### src/rtl/regfile_pkg.sv
// Shared types and default sizing for the multiport register file.
// The collision behaviour is selected by MULTIPORT_REGFILE_BYPASS_EN (see multiport_register_file).
package regfile_pkg;

  typedef enum logic {
    RF_CLEAR = 1'b0,
    RF_IDLE  = 1'b1
  } rf_state_t;

  localparam int RF_DATA_W = 16;
  localparam int RF_ADDR_W = 3;

endpackage

### src/rtl/regfile_clear_seq.sv
// Clear sequencer: walks every register once after reset or on a clear request.
// Optional feature macro MULTIPORT_REGFILE_BYPASS_EN does not affect this block.
module regfile_clear_seq
  import regfile_pkg::*;
#(
  parameter int ADDR_W = RF_ADDR_W
) (
  input  logic              clock,
  input  logic              reset_n,
  input  logic              clear_req,
  output logic              busy,
  output logic              clr_we,
  output logic [ADDR_W-1:0] clr_idx
);

  localparam logic [ADDR_W-1:0] LAST_IDX = ADDR_W'((2 ** ADDR_W) - 1);

  rf_state_t         state_q, state_d;
  logic [ADDR_W-1:0] clr_idx_q, clr_idx_d;
  logic              busy_q, busy_d;

  // Next-state logic: one entry per edge in CLEAR, wait for a request in IDLE
  always_comb begin
    state_d   = state_q;
    clr_idx_d = clr_idx_q;
    busy_d    = busy_q;
    case (state_q)
      RF_CLEAR: begin
        clr_idx_d = clr_idx_q + ADDR_W'(1);
        if (clr_idx_q == LAST_IDX) begin
          state_d = RF_IDLE;
          busy_d  = 1'b0;
        end else begin
          state_d = RF_CLEAR;
          busy_d  = 1'b1;
        end
      end
      RF_IDLE: begin
        if (clear_req) begin
          state_d   = RF_CLEAR;
          clr_idx_d = {ADDR_W{1'b0}};
          busy_d    = 1'b1;
        end else begin
          state_d   = RF_IDLE;
          busy_d    = 1'b0;
        end
      end
      default: begin
        state_d   = RF_CLEAR;
        clr_idx_d = {ADDR_W{1'b0}};
        busy_d    = 1'b1;
      end
    endcase
  end

  // Sequencer state, restarts the walk from entry 0 on reset
  always_ff @(posedge clock or negedge reset_n) begin
    if (!reset_n) begin
      state_q   <= RF_CLEAR;
      clr_idx_q <= {ADDR_W{1'b0}};
      busy_q    <= 1'b1;
    end else begin
      state_q   <= state_d;
      clr_idx_q <= clr_idx_d;
      busy_q    <= busy_d;
    end
  end

  assign busy    = busy_q;
  assign clr_we  = (state_q == RF_CLEAR);
  assign clr_idx = clr_idx_q;

endmodule

### src/rtl/multiport_register_file.sv
// Register file with N_RD registered read ports, one write port and a hardware clear walk.
// Define MULTIPORT_REGFILE_BYPASS_EN for write-first same-edge collisions; default is read-first.
module multiport_register_file
  import regfile_pkg::*;
#(
  parameter int DATA_W   = RF_DATA_W,
  parameter int ADDR_W   = RF_ADDR_W,
  parameter int N_RD     = 2,
  parameter int ZERO_REG = 1
) (
  input  logic                     clock,
  input  logic                     reset_n,
  input  logic                     clear_req,
  input  logic                     enable_write,
  input  logic [ADDR_W-1:0]        RW,
  input  logic [DATA_W-1:0]        BusW,
  input  logic [N_RD-1:0]          rd_en,
  input  logic [N_RD*ADDR_W-1:0]   rd_addr,
  output logic [N_RD*DATA_W-1:0]   rd_data,
  output logic                     busy
);

  localparam int DEPTH = 2 ** ADDR_W;

`ifdef MULTIPORT_REGFILE_BYPASS_EN
  localparam bit BYPASS = 1'b1;
`else
  localparam bit BYPASS = 1'b0;
`endif

  logic [DATA_W-1:0]            mem_q [DEPTH];
  logic [N_RD-1:0][DATA_W-1:0]  rd_data_q, rd_data_d;
  logic [ADDR_W-1:0]            port_addr_s [N_RD];

  logic                         clr_we_s;
  logic [ADDR_W-1:0]            clr_idx_s;
  logic                         wr_en_s;
  logic [ADDR_W-1:0]            wr_addr_s;
  logic [DATA_W-1:0]            wr_data_s;

  regfile_clear_seq #(
    .ADDR_W (ADDR_W)
  ) u_clear_seq (
    .clock     (clock),
    .reset_n   (reset_n),
    .clear_req (clear_req),
    .busy      (busy),
    .clr_we    (clr_we_s),
    .clr_idx   (clr_idx_s)
  );

  for (genvar g = 0; g < N_RD; g++) begin : g_port_addr
    assign port_addr_s[g] = rd_addr[g*ADDR_W +: ADDR_W];
  end

  // Write port mux: the clear walk owns the port; normal writes are dropped meanwhile
  always_comb begin
    wr_en_s   = 1'b0;
    wr_addr_s = RW;
    wr_data_s = BusW;
    if (clr_we_s) begin
      wr_en_s   = 1'b1;
      wr_addr_s = clr_idx_s;
      wr_data_s = {DATA_W{1'b0}};
    end else if (enable_write && !((ZERO_REG != 0) && (RW == ADDR_W'(0)))) begin
      wr_en_s   = 1'b1;
    end else begin
      wr_en_s   = 1'b0;
    end
  end

  // Storage array; contents are only zeroed by the clear walk, never by reset
  always_ff @(posedge clock) begin
    if (wr_en_s) begin
      mem_q[wr_addr_s] <= wr_data_s;
    end
  end

  // Read port next values: forced to zero while clearing, held when the port is disabled
  always_comb begin
    rd_data_d = rd_data_q;
    for (int i = 0; i < N_RD; i++) begin
      if (clr_we_s) begin
        rd_data_d[i] = {DATA_W{1'b0}};
      end else if (rd_en[i]) begin
        if ((ZERO_REG != 0) && (port_addr_s[i] == ADDR_W'(0))) begin
          rd_data_d[i] = {DATA_W{1'b0}};
        end else if (BYPASS && enable_write && (RW == port_addr_s[i])) begin
          rd_data_d[i] = BusW;
        end else begin
          rd_data_d[i] = mem_q[port_addr_s[i]];
        end
      end else begin
        rd_data_d[i] = rd_data_q[i];
      end
    end
  end

  // Registered read data
  always_ff @(posedge clock or negedge reset_n) begin
    if (!reset_n) begin
      rd_data_q <= '0;
    end else begin
      rd_data_q <= rd_data_d;
    end
  end

  assign rd_data = rd_data_q;

endmodule
### config.mk
export PLATFORM = sky130hd
export DESIGN_NAME = multiport_register_file
export DESIGN_NICKNAME = d
export VERILOG_FILES = /design/src/rtl/regfile_pkg.sv /design/src/rtl/regfile_clear_seq.sv /design/src/rtl/multiport_register_file.sv
export SDC_FILE = /design/constraint.sdc
export NUM_CORES = 1
export LEC_CHECK = 0
export CAP_MARGIN = 20
export CORE_UTILIZATION = 50
export CTS_CLUSTER_SIZE = 40
export DETAILED_ROUTE_END_ITERATION = 10
export PLACE_DENSITY_LB_ADDON = 0.12
export SLEW_MARGIN = 20
export SYNTH_ARGS = -nofsm -noshare
export SYNTH_HDL_FRONTEND = slang
export SYNTH_SLANG_ARGS = --single-unit
### constraint.sdc
create_clock -name clock -period 4.68 [get_ports clock]
set_clock_uncertainty 0.05 [all_clocks]
set_input_delay 0.936 -clock clock [delete_from_list [all_inputs] [get_ports clock]]
set_output_delay 0.936 -clock clock [all_outputs]
set_load 0.05 [all_outputs]
# Yosys cells after proc, flatten, opt, wreduce, memory -nomap -nowiden
# Memory sizes are Yosys's and may differ from the RTL's.
# Cells that the tools add are included.
[op_classes]
n_addsub = 1
eq_ne = 4
n_mux = 20
n_bitwise = 1
reduce_logical = 5
[ops]
columns = ["op", "count"]
rows = [
  ["$mux 16", 7],
  ["$logic_not 3->1", 3],
  ["$mux 1", 8],
  ["$mux 3", 2],
  ["$ne 2x2->1 const B", 3],
  ["$pmux 3 s2", 1],
  ["$pmux 1 s2", 2],
  ["$add 3x1->3 const B", 1],
  ["$eq 3x3->1 const B", 1],
  ["$logic_and 1x1->1", 1],
  ["$logic_not 1->1", 1],
  ["$not 1->1", 1],
]
[totals]
ff_bits = 37
ramBits = 128
out_inout_bits = 33
mem_count = 1
[mem_list]
columns = ["memory", "depth", "width", "read_ports", "rd_ports_with_merged_regs", "wr", "line_no", "rtl"]
rows = [
  ["mem_q", 8, 16, 2, 0, 1, "multiport_register_file.sv:31", "logic [DATA_W-1:0] mem_q [DEPTH];"],
]

# Logic depth before layout (Yosys ltp)
# Gate-level depths: netlist of the first run.
[logic_depth]
ltp_word = 7
depth_mapped = 7
depth_no_buf = 4

# Cells and area by module
# From an unflattened synthesis of the first run, not the netlist that was laid out.
[hier_totals]
cells_unflattened = 496
area_unflattened_um2 = 6930.4
[by_module_without_submodules]
columns = ["module", "n_inst", "cells_each", "area_per_inst_um2", "seq_area_each_um2"]
rows = [
  ["multiport_register_file", 1, 480, 6702.7, 4164.0],
  ["regfile_clear_seq", 1, 16, 227.7, 126.4],
]

# Least setup slack after synthesis of the first run
# Ideal clock, no wire load.
[synth_path]
kind = "in2reg"
start = "input RW[1]"
end = "memory mem_q[2][0] (netlist bit) (enable)"
setup_time_ns = 0.388
arrival_time_ns = 2.028
required_ns = 4.242
path_slack_ns = 2.214
path_stages = 3
n_path_buf = 0
cell_sequence = "nor2_1 -> o32a_1 -> nor2_1"
[synth_between]
elab_chain_cells = 7
word_cells_on_any_way = 8
cone_classes = "mux: 5; reduce/logical: 3"
[synth_lines]
columns = ["element", "line_no", "rtl"]
rows = [
  ["start, declared", "multiport_register_file.sv:15", "input logic [ADDR_W-1:0] RW,"],
  ["$logic_not 3->1", "multiport_register_file.sv:65", "end else if (enable_write && !((ZERO_REG != 0) && (RW == ADDR_W'(0)))) begin"],
  ["$logic_not 1->1", "multiport_register_file.sv:65", ""],
  ["$logic_and 1x1->1", "multiport_register_file.sv:65", ""],
  ["$mux 1", "multiport_register_file.sv:65", ""],
  ["$mux 1", "multiport_register_file.sv:61", "if (clr_we_s) begin"],
  ["$mux 1", "multiport_register_file.sv:74", "if (wr_en_s) begin"],
  ["$mux 1 (implied by the code)", "multiport_register_file.sv:75", "mem_q[wr_addr_s] <= wr_data_s;"],
  ["end, declared", "multiport_register_file.sv:31", ""],
]
# Parallel ways exist; a longest one is shown, timed or not.

# Worst setup path after layout of the first run
[layout_path]
start = "input rd_addr[2]"
end = "register rd_data_q, in the netlist rd_data[14]"
[layout_between]
elab_chain_cells = 4
word_cells_on_any_way = 5
cone_classes = "mux: 3; reduce/logical: 1; memory: 1"
[layout_lines]
columns = ["element", "line_no", "rtl"]
rows = [
  ["start, declared", "multiport_register_file.sv:18", "input logic [N_RD*ADDR_W-1:0] rd_addr,"],
  ["$mem_v2 8x16 / $logic_not 3->1 (equally long branches)", "--", ""],
  ["$mux 16 *", "multiport_register_file.sv:86", "if ((ZERO_REG != 0) && (port_addr_s[i] == ADDR_W'(0))) begin"],
  ["$mux 16 *", "multiport_register_file.sv:85", "end else if (rd_en[i]) begin"],
  ["$mux 16 *", "multiport_register_file.sv:83", "if (clr_we_s) begin"],
  ["end signal, assigned", "multiport_register_file.sv:104", "rd_data_q <= rd_data_d;"],
  ["end, declared", "multiport_register_file.sv:32", "logic [N_RD-1:0][DATA_W-1:0] rd_data_q, rd_data_d;"],
]
# Every way passes the cells marked *; elsewhere a longest branch is shown, timed or not. The select of a mux whose other input is x is not followed.
# A chain may end at the register's enable or synchronous reset.

==> results.txt, run 1 <==
- Counting flops with a built-in enable in the synthesized netlist gives 112.
- Post-Route Setup TNS: 0 ps
- Worst slew pin tran: 1050 ps
- TritonCTS created 17 clock buffers.
- The max-slew violation count came to 0.
- The run finished with clean final reports.
- When the netlist entered floorplanning its net count stood at 507.
- Final net count: 570
* Count of state elements after synthesis: 149
- Via count of the first global-routing pass: 4,704
- Detailed-route wire length per cell: 24.1 um
- Entering global routing, the biggest net connects 38 pins.
* Most common library cell in the layout ignoring fill and taps: sky130_fd_sc_hd__edfxtp_1
- Share of layout cells above drive strength 1: 21.3%
- The initial antenna violation count was 0.
* Count of endpoints failing hold in the final timing report: 0
- Summed over all layers, the global routing overflow is 0.
* Library cell used as clock root buffer: sky130_fd_sc_hd__clkbuf_16
- For this run, design rule violations remaining after detail routing come to 0.
- Each instance of the synthesized netlist takes up on average 14.5 um2.
* FFs w/ async S/R, synth: 24.8%
- After detailed routing, no signal wire sits above met4.
* Capture point of the worst path: rd_data[14]$_DFFE_PN0P_
- Pin placement for this block handled 64 I/O pins.
* DIE HEIGHT: 119 um
- Top cells by area in the synthesized netlist: sky130_fd_sc_hd__edfxtp_1, sky130_fd_sc_hd__dfrtp_1, sky130_fd_sc_hd__mux2i_1
* Worst slew slack as a fraction of its limit: 29.9%
- Once the clock tree was built, the setup fixing pass inserted 0 buffers.
* Vias per Instance: 6.22
- Clock-pin slew was measured on the worst setup and hold paths at 60 ps.
- Port buffer count: 63
* Post-route clock period utilization: 64.6%
- In this run the worst path has a maximum fanout of 15.
- Mapped cell area: 6870 um2
- Setup repair after global routing left no endpoint under its margin.
- The first global-routing pass estimated 26.6 mm of wire.
* TritonCTS clock tree: done
- Violation count after the first detailed-routing iteration: 339
- Once detail routing completed, the nets flagged for antenna violations numbered 0.
* Skew-Pair Late Insertion Delay: 420 ps
* Slack of the worst reg-to-reg path: 2600 ps
* Total chip power: 4.97 mW
- Amount of wire on met2 after detailed routing: 8.99 mm
- Max-cap violations in this run came to 0.
* Type of the worst min-delay path: register to register
* Routed metal-1 wirelength: 7.20 mm
- Clk sink count: 149
- Type of the worst setup path: primary input to register
- End of the worst register-to-register path: rd_data[1]$_DFFE_PN0P_
- Critical Path RT: 4940 ps
- Floorplan core area: 13,300 um2
- The biggest area contributor in the post-synthesis netlist is sky130_fd_sc_hd__edfxtp_1.
- For this block, the via count after detailed routing is 4,514.
- The number of different library cells used by synthesis comes to 34.
* Length in cells of the worst reg-to-reg path: 3
- Among all flip-flop cells after synthesis, the most frequent one is sky130_fd_sc_hd__edfxtp_1.
- Once the clock tree was built, the resizer swapped 0 gates to a different size.
- Power spread over the standard cell area amounts to 600 nW/um2.
- Data arrives at the worst endpoint at 3280 ps.
- The worst setup path is captured at a register.
* Yosys synthesis warning count: 0
- The H-tree was split into 4 levels.
- Number of buffers on the longest clock path: 2
* Antenna cells: 0
- Hold_buf cts: 0
* Count of standard-cell rows: 42
- After synthesis, flip-flops and latches occupy 62.5% of the total area.
- Beginning of the worst register-to-register path: u_clear_seq.state_q$_DFF_PN0_
- Post-synth top area share: 49.0%
* Die extent in x: 119 um
- Achievable clock frequency: 331 MHz
- The floorplan step defined a die boundary enclosing 14,200 um2.
- The library cells used most frequently in the layout, excluding fill and tap cells, are sky130_fd_sc_hd__edfxtp_1, sky130_fd_sc_hd__clkdlybuf4s50_1, sky130_fd_sc_hd__mux2i_1, sky130_fd_sc_hd__mux2_2, sky130_fd_sc_hd__nor2_1.
- Detailed Place HPWL: 10.5 mm
* Maximum resistive drop on vdd: 0.000617 V
- The worst path in the final design needs a cycle of 3020 ps, including I/O delays and setup.
- For this design the static power due to leakage is 3.15 nW.
- The pre-antenna-repair detailed-routing pass consisted of 5 iterations.
* Startpoint type of the worst setup path: primary input
- Met3 WL post-DR: 865 um
* Weighted congestion reported at the end of routability-driven placement: 0.758
- Setup violations remaining at the end of the flow were counted as 0.
* Startpoint of the most critical setup path: rd_addr[2]
- Wires add up to 17.5 mm.
* Total Routing Usage GR: 26.2%
- The initial utilization of the core area, before any placement, comes to 51.6%.
* P&R area growth vs syn: 20.5%
- The cell count after synthesis came out at 474.
## registers in the layout, indices dropped and copies added, names as in the netlist
register / count
mem_q: 112
rd_data: 32
u_clear_seq.busy: 1
u_clear_seq.clr_idx: 3
u_clear_seq.state_q: 1
## final cells by class
class                           instances  area [um2]
Timing Repair Buffer                   83         768
Clock buffer                           17         425
Clock inverter                         15         211
Inverter                                6        22.5
Sequential cell                       149        4290
Fill cell                            1018        5020
Tap cell                              176         220
Multi-Input combinational cell        280        2330
## metal layers
| metal | vias up | track usage, % |
|---|---|---|
| li1 | 2010 | - |
| met1 | 2297 | 32.4 |
| met2 | 166 | 44.6 |
| met3 | 41 | 4.50 |
| met4 | 0 | 12.5 |
| met5 | - | 0 |
## worst min path at each step
stage                                          to                               start  cells after the start  slack, ps
2_1_floorplan  u_clear_seq.clr_idx[0]$_DFFE_PN0P_  u_clear_seq.clr_idx[0]$_DFFE_PN0P_                      1        440
3_3_place_gp              rd_data[25]$_DFFE_PN0P_             rd_data[25]$_DFFE_PN0P_                      1        440
3_5_place_dp              rd_data[25]$_DFFE_PN0P_             rd_data[25]$_DFFE_PN0P_                      1        440
4_1_cts                   rd_data[25]$_DFFE_PN0P_             rd_data[25]$_DFFE_PN0P_                      1        460
5_1_grt                   rd_data[25]$_DFFE_PN0P_             rd_data[25]$_DFFE_PN0P_                      1        470
6_report                   rd_data[3]$_DFFE_PN0P_              rd_data[3]$_DFFE_PN0P_                      1        460
## cell usage after synthesis (6+ instances only)
library cell,instances
sky130_fd_sc_hd__edfxtp_1,112
sky130_fd_sc_hd__mux2i_1,51
sky130_fd_sc_hd__mux2_2,39
sky130_fd_sc_hd__dfrtp_1,36
sky130_fd_sc_hd__nor2_1,36
sky130_fd_sc_hd__and2_1,19
sky130_fd_sc_hd__o221a_2,19
sky130_fd_sc_hd__o221ai_1,19
sky130_fd_sc_hd__a22oi_1,18
sky130_fd_sc_hd__clkbuf_1,14
sky130_fd_sc_hd__a221oi_1,13
sky130_fd_sc_hd__buf_2,11
sky130_fd_sc_hd__a22o_1,10
sky130_fd_sc_hd__nand2_1,10
sky130_fd_sc_hd__o22ai_1,9
sky130_fd_sc_hd__buf_4,6
sky130_fd_sc_hd__inv_1,6
## cells by family after synthesis
kind of cell | Yosys count | share of synthesized area (%)
fa+ha+maj | 2 | 0.364
compound gates | 103 | 12.6
buf+inv | 45 | 3.54
mux | 98 | 15.6
flops | 149 | 62.5
simple gates | 77 | 5.36
## per-stage QoR
step                cell area (um2)  std cells  setup slack, ps  utilization (%)  hold WS (ps)
finish                         8270        726             1660             62.2           456
CTS                            8270        726             1710             62.2           456
global route                   8270        726             1670             62.2           474
detailed placement             7630        694             1360             57.4           442
floorplan                      6870        474             2210                -           438
global placement               7630        694             1360             57.4           436
## worst max-delay path, stage by stage
cell and delay, ps:
sky130_fd_sc_hd__clkdlybuf4s50_1 960, sky130_fd_sc_hd__nand2b_1 800, sky130_fd_sc_hd__o221ai_1 260, sky130_fd_sc_hd__o221a_2 320
## power by group
group          switching (mW)  internal (mW)
combinational           0.853          0.479
sequential              0.224           1.95
clock                   0.524          0.939
total                    1.60           3.36
Note: power is estimated with default switching activity, not from simulation.
==> run 2: changes to the inputs <==
==> constraint.sdc (replaced) <==
create_clock -name clock -period 3 [get_ports clock]
set_clock_uncertainty 0.05 [all_clocks]
set_input_delay 0.6 -clock clock [delete_from_list [all_inputs] [get_ports clock]]
set_output_delay 0.6 -clock clock [all_outputs]
set_load 0.05 [all_outputs]
==> results.txt, run 2 (synthesis gave the netlist of run 1 again) <==
- The maximum vdd drop was 0.000723 V (+17%).
- The reported max-cap violation count is 0 (unchanged).
* Arrival time at the worst endpoint: 1730 ps (-1550 ps)
* Library cell used as clock root buffer: sky130_fd_sc_hd__clkbuf_16
* Type of destination of the critical path: output pin
- Via count: 4,536 (+0.49%)
- The detailed-placement wirelength estimate is 11.0 mm (+4.7%).
- Clk sink count: 149 (unchanged)
- The delay of the slowest cell on the worst path was 800 ps (-160 ps).
- The pre-CTS setup slack is 400 ps (-957 ps).
- Critical-path top delay cell: sky130_fd_sc_hd__clkdlybuf4s50_1
- Detailed-route wire length per cell: 23.5 um (-2.6%)
- Slack of the worst reg-to-reg path: 1190 ps (-1410 ps)
* Routed WL: 17.4 mm (-0.59%)
- The largest fanout on the critical path came to 1 (-14).
- Violation count after the first detailed-routing iteration: 372 (+9.7%)
- Post-Route Setup TNS: 0 ps (unchanged)
- The min-delay analysis places its worst path in the category primary input to async pin.
- The count of buffer and inverter cells on the critical path came to 1 (unchanged).
* Number of buffers on the longest clock path: 2 (unchanged)
- DR pass1 iterations: 5 (unchanged)
- The mean number of vias per cell is 6.12 (-1.5%).
* End of the worst register-to-register path: mem_q[4][7]$_DFFE_PP_
- Share of layout cells above drive strength 1: 22.7% (+1.4 points)
- In this design, the largest share of critical-path delay is due to buffers and inverters.
- The portion of total power attributed to sequential cells is 43.7% (about the same).
- Derived from the worst setup path, the maximum achievable clock frequency is 421 MHz.
- Relative to the synthesized area, the layout overhead comes to 22.1%.
* Proportion of power drawn by combinational gates: 28.1% (+1.3 points)
* Final net count: 585 (+2.6%)
- The initial antenna violation count is 0 (unchanged).
- Clock share of power: 28.2% (-1.3 points)
- Minimum clock period after layout: 2380 ps
- The library cell used most frequently in the layout, excluding fill and tap cells, is sky130_fd_sc_hd__edfxtp_1.
* Antenna violation net count after detailed routing: 0 (unchanged)
- Count of endpoints failing hold in the final timing report: 0 (unchanged)
* Outcome: complete, no violations
- The count of instances resized after the clock tree is built was 0 (unchanged).
- The buffer count from post-CTS setup fixing was 0 (unchanged).
- The total track usage is 25.9% (-0.32 points).
- The clock latency of the later-clocked register in the worst-skew pair is 420 ps (about the same).
* Antenna cells: 0 (unchanged)
- Setup repair after global routing missed its margin: false
- Number of setup violations in the final report: 0 (unchanged)
- The floorplan core area is 13,300 um2 (unchanged).
- Post-layout instance area: 8380 um2 (+1.3%)
- Critical Path RT: 2350 ps (-2590 ps)
- The number of buffers added by the clock tree synthesis step was 17 (unchanged).
- Number of fillers in the final layout: 989 (-2.8%)
* I/O pin count: 64 (unchanged)
* Most used cells in the layout excluding fill and tap cells: sky130_fd_sc_hd__edfxtp_1, sky130_fd_sc_hd__clkdlybuf4s50_1, sky130_fd_sc_hd__mux2i_1, sky130_fd_sc_hd__mux2_2, sky130_fd_sc_hd__nor2_1
* Via count of the first global-routing pass: 4,678 (-0.55%)
- The worst setup path is of the register to output pin kind.
- The DRC violations left came to 0 (unchanged).
- The max-slew violation count came to 0 (unchanged).
* Reg area: 4290 um2 (unchanged)
- The number of core rows was 42 (unchanged).
* Switch share: 32.3% (+0.078 points)
* Port buffer count: 63 (unchanged)
- TritonCTS clock tree: done
- Initial cell density of the core: 51.6% (unchanged)
- The power density normalized to cell area was 915 nW/um2 (+52%).
- The floorplan die height came to 119 um (unchanged).
* Max reg flops: 112 (unchanged)
- The multi-input gate area in the final layout is 2330 um2 (unchanged).
- Hold_buf cts: 0 (unchanged)
- The worst-case setup margin in the final layout is 625 ps (-1030 ps).
* Maximum number of pins on one net before global-route repair: 34 (-11%)
* Worst slew slack as a fraction of its limit: 41.1% (+11 points)
- Of the available clock period, the critical path in the final layout requires 79.2%.
- Worst slew pin tran: 884 ps (-164 ps)
- Critical Path Stages: 1 (-3)
- The critical path goes through clkdlybuf4s50_1.
- Register name with the most flops: mem_q
- The residual overflow from global routing was 0 (unchanged).
- Die footprint: 14,200 um2 (unchanged)
- Length in cells of the worst reg-to-reg path: 4 (+1)
- The reported net switching power came to 2.48 mW (+55%).
- Beginning of the worst register-to-register path: u_clear_seq.state_q$_DFF_PN0_
* Startpoint type of the worst setup path: register
- Die extent in x: 119 um (unchanged)
- The depth of the CTS H-tree is 4 (unchanged).
- Weighted congestion reported at the end of routability-driven placement: 0.903 (+19%)
- Global-route wire length before repair: 26.6 mm (+0.13%)
- Post-Place Cell Area: 7780 um2 (+2.0%)
* Clk pin slew, worst setup/hold paths: 60 ps (about the same)
* Internal power: 5.19 mW (+54%)
- Leakage Power: 3.21 nW (+2.0%)
## run 2: changes by cell type in the layout (fill, tap and decap cells not counted)
cell	previous run	this run
sky130_fd_sc_hd__clkbuf_1	0	3
sky130_fd_sc_hd__buf_4	21	32
sky130_fd_sc_hd__clkinv_2	5	4
sky130_fd_sc_hd__buf_2	2	3
sky130_fd_sc_hd__clkinv_4	2	0
sky130_fd_sc_hd__clkinv_1	1	2
sky130_fd_sc_hd__bufinv_16	5	4
sky130_fd_sc_hd__buf_12	0	3
## run 2: cell type report
| type | count | area share, % |
|---|---|---|
| Sequential cell | 149 | 51.2 |
| Inverter | 6 | 0.269 |
| Multi-Input combinational cell | 280 | 27.8 |
| Clock inverter | 12 | 1.94 |
| Tap cell | 176 | 2.63 |
| Clock buffer | 20 | 5.21 |
| Timing Repair Buffer | 98 | 10.9 |
## run 2: how the worst max path moves through the flow
stage	start	endpoint	slack, ps
final	u_clear_seq.busy$_DFF_PN1_	busy	620
after floorplan	u_clear_seq.state_q$_DFF_PN0_	mem_q[2][0]$_DFFE_PP_	830
after global placement	rd_addr[2]	rd_data[2]$_DFFE_PN0P_	460
after global routing	u_clear_seq.busy$_DFF_PN1_	busy	590
after detailed placement	rd_addr[2]	rd_data[1]$_DFFE_PN0P_	400
after CTS	u_clear_seq.busy$_DFF_PN1_	busy	610
## run 2: worst reg2reg max path, cell delays in order (launching register included)
cell                      delay (ps)
sky130_fd_sc_hd__dfrtp_2         410
sky130_fd_sc_hd__buf_4           330
sky130_fd_sc_hd__a32oi_1         180
sky130_fd_sc_hd__nor2_1          150
sky130_fd_sc_hd__buf_4           340
## run 2: per-layer routing
metal / vias up / share of wire [%] / track usage [%]
met4: 0 / 1.8 / 12.4
met2: 185 / 51 / 42.7
met5: - / 0 / 0
met1: 2287 / 42 / 33.3
li1: 2040 / - / -
met3: 24 / 5.4 / 4.31
## run 2: power groups by stage
stage                     clock network [mW]  logic, mW  registers (mW)
after floorplan                            0       1.09            3.59
after global placement                     0       2.12            3.37
after detailed placement                   0       2.16            3.39
after CTS                               2.18       2.16            3.36
after global routing                    2.25       2.30            3.42
final                                   2.16       2.16            3.35
## run 2: stage by stage
step | cells | hold slack [ps] | total power [mW] | util (%)
3_5_place_dp | 709 | 436 | 5.55 | 58.5
2_1_floorplan | 474 | 254 | 4.68 | -
3_3_place_gp | 709 | 439 | 5.49 | 58.5
4_1_cts | 741 | 262 | 7.70 | 63.0
6_report | 741 | 256 | 7.67 | 63.0
5_1_grt | 741 | 303 | 7.97 | 63.0
==> run 3: changes to the inputs <==
==> constraint.sdc (replaced) <==
create_clock -name clock -period 2.13 [get_ports clock]
set_clock_uncertainty 0.05 [all_clocks]
set_input_delay 0.426 -clock clock [delete_from_list [all_inputs] [get_ports clock]]
set_output_delay 0.426 -clock clock [all_outputs]
set_load 0.05 [all_outputs]
==> results.txt, run 3 (synthesis gave the netlist of run 1 again) <==
- The number of core rows was 42 (unchanged).
- The number of flip-flops under the largest register name came to 112 (unchanged).
- Floorplan core area: 13,300 um2 (unchanged)
* Skew-Pair Late Insertion Delay: 420 ps (about the same)
- Antenna violation net count after detailed routing: 0 (unchanged)
* Final net count: 603 (+3.1%)
* Minimum clock period after layout: 2110 ps
- Achievable clock frequency: 474 MHz
* Outcome: complete, no violations
- The worst-case headroom to the max-slew limit is 56.0% (+15 points).
* DR pass1 iterations: 5 (unchanged)
- The worst-case setup margin in the final layout was 21.6 ps (-603 ps).
* Critical Path RT: 1650 ps (-700 ps)
- The pre-CTS setup slack is -155 ps (-556 ps).
- The cell family contributing the most delay on the critical path is buffers and inverters.
- The number of failing setup endpoints in the final timing report is 0 (unchanged).
- The clock transition time at the flip-flop clock pins of the worst setup and hold paths is 60 ps (about the same).
- The number of buffers added by the clock tree synthesis step is 17 (unchanged).
- The total instance count after detailed placement is 726 (+2.4%).
- Post-Route Setup TNS: 0 ps (unchanged)
- The via count of the first global-routing pass was 4,860 (+3.9%).
- Post-route clock period utilization: 99.0%
* Maximum resistive drop on vdd: 0.00127 V (+75%)
- The signal on the critical path passes through clkdlybuf4s50_1.
* Type of the worst setup path: register to output pin
- The arrival time at the worst endpoint was 1630 ps (-100 ps).
* Total chip power: 11.0 mW (+43%)
- DIE HEIGHT: 119 um (unchanged)
- Number of buffers on the longest clock path: 2 (unchanged)
- Library cell used as clock root buffer: sky130_fd_sc_hd__clkbuf_16
- Most used cells in the layout excluding fill and tap cells: sky130_fd_sc_hd__edfxtp_1, sky130_fd_sc_hd__clkdlybuf4s50_1, sky130_fd_sc_hd__mux2i_1, sky130_fd_sc_hd__buf_4, sky130_fd_sc_hd__mux2_2
* Port buffer count: 63 (unchanged)
- Count of endpoints failing hold in the final timing report: 0 (unchanged)
- The wire length of the first global-routing pass was 27.3 mm (+2.5%).
* Residual DRC: 0 (unchanged)
- Max-slew violation count: 0 (unchanged)
- TritonCTS built the clock tree.
- Via count: 4,669 (+2.9%)
* H-Tree Level Count: 4 (unchanged)
- The register with the most flip-flops in the final layout is mem_q.
* Number of cells in the finished layout apart from fillers: 759 (+2.4%)
* Initial cell density of the core: 51.6% (unchanged)
- Proportion of power drawn by combinational gates: 28.8% (+0.7 points)
- STA classifies the critical path endpoint as an output pin.
* Critical-path top delay cell: sky130_fd_sc_hd__clkdlybuf4s50_1
* Worst path bufs/invs: 1 (unchanged)
* Routed WL: 17.7 mm (+1.3%)
- Largest stage delay, worst path: 820 ps (+20 ps)
* Antenna cells: 0 (unchanged)
- The largest net degree at the start of global routing came to 38 (+12%).
- Die footprint: 14,200 um2 (unchanged)
* Share of layout cells above drive strength 1: 25.6% (+2.9 points)
* Utilization after layout: 64.9% (+1.8 points)
- Power per cell area: 1270 nW/um2 (+39%)
- I/O pin count: 64 (unchanged)
- The portion of total power attributed to sequential cells came to 43.2% (-0.5 points).
* Max FO, Critical Path: 2 (+1)
- The placer congestion estimate was 0.864 (-4.3%).
- Total Routing Usage GR: 26.5% (+0.63 points)
* Startpoint type of the worst setup path: register
- Leaving out fill and tap cells, the most frequent cell in the layout is sky130_fd_sc_hd__edfxtp_1.
- Setup repair after global routing left no endpoint under its margin.
- Violation count after the first detailed-routing iteration: 394 (+5.9%)
- P&R area growth vs syn: 25.6%
- The mean number of vias per cell was 6.15 (+0.49%).
- Switch share: 32.1% (-0.26 points)
- Clk sink count: 149 (unchanged)
- The residual overflow from global routing came to 0 (unchanged).
- The initial antenna violation count was 0 (unchanged).
* Detailed Place HPWL: 11.7 mm (+6.9%)
* Leakage Power: 3.42 nW (+6.5%)
- Switching Power: 3.52 mW (+42%)
- Detailed-route wire length per cell: 23.3 um (-1.1%)
- Max-cap viol count: 0 (unchanged)
- The internal power contribution came to 7.45 mW (+44%).
* Worst slew pin tran: 659 ps (-224 ps)
* Die extent in x: 119 um (unchanged)
- The path class of the tightest hold or removal check is register to register.
* Clock share of power: 28.0% (-0.2 points)
[run 3: cell types whose count changed in the layout (fill, tap and decap cells not counted), sizes merged]
cell | before | now
dlygate4sd3 | 0 | 1
bufinv | 4 | 3
clkinv | 6 | 4
dlygate4sd2 | 0 | 2
clkbuf | 20 | 23
dlymetal6s2s | 0 | 4
clkdlybuf4s50 | 60 | 53
buf | 38 | 56
[run 3: through the flow]
stage	instance area (um2)	hold WS (ps)
after floorplan	6870	80.4
after global placement	8000	439
after global routing	8630	470
final	8630	460
after CTS	8620	462
after detailed placement	8000	448
[run 3: layout make-up]
class / instances / area, um2
flip-flops and latches: 149 / 4290
clock inverters: 9 / 125
well taps: 176 / 220
inverters: 6 / 22.5
multi-input cells: 280 / 2330
clock buffers: 23 / 488
fillers: 970 / 4670
repair buffers: 116 / 1150
[run 3: layer usage]
metal / GRT usage [%] / wire length, um / up-vias
met5: 0 / 0 / -
met1: 35.0 / 7510 / 2359
met3: 5.70 / 1060 / 32
met4: 11.3 / 357 / 0
met2: 42.3 / 8720 / 199
li1: - / - / 2079
[run 3: repair_timing]
| action | CTS | global route |
|---|---|---|
| hold buffers | 1 | 0 |
| pin swaps | 0 | 0 |
| buffers inserted | 0 | 0 |
| endpoints found under the setup margin | 2 | 4 |
| gates resized for setup | 2 | 4 |
| endpoints found under the hold margin | 5 | 0 |
[run 3: path summary, 6_finish.rpt]
path | from | to | slack, ps | cells after the start
setup / recovery | rd_data[13]$_DFFE_PN0P_ | rd_data[13] | 20 | 1
hold / removal | rd_data[1]$_DFFE_PN0P_ | rd_data[1]$_DFFE_PN0P_ | 460 | 1
setup reg to reg | u_clear_seq.state_q$_DFF_PN0_ | mem_q[2][13]$_DFFE_PP_ | 310 | 4
hold reg to reg | rd_data[1]$_DFFE_PN0P_ | rd_data[1]$_DFFE_PN0P_ | 460 | 1
max in group asynchronous | reset_n | rd_data[31]$_DFFE_PN0P_ | 840 | 3
min in group asynchronous | reset_n | u_clear_seq.state_q$_DFF_PN0_ | 520 | 2
[run 3: power by group through the flow]
stage / sequential (mW) / clock, mW / combinational [mW]
5_1_grt: 4.83 / 3.21 / 3.38
2_1_floorplan: 5.06 / 0 / 1.54
6_report: 4.74 / 3.07 / 3.16
3_5_place_dp: 4.78 / 0 / 3.17
3_3_place_gp: 4.74 / 0 / 3.11
4_1_cts: 4.73 / 3.10 / 3.18
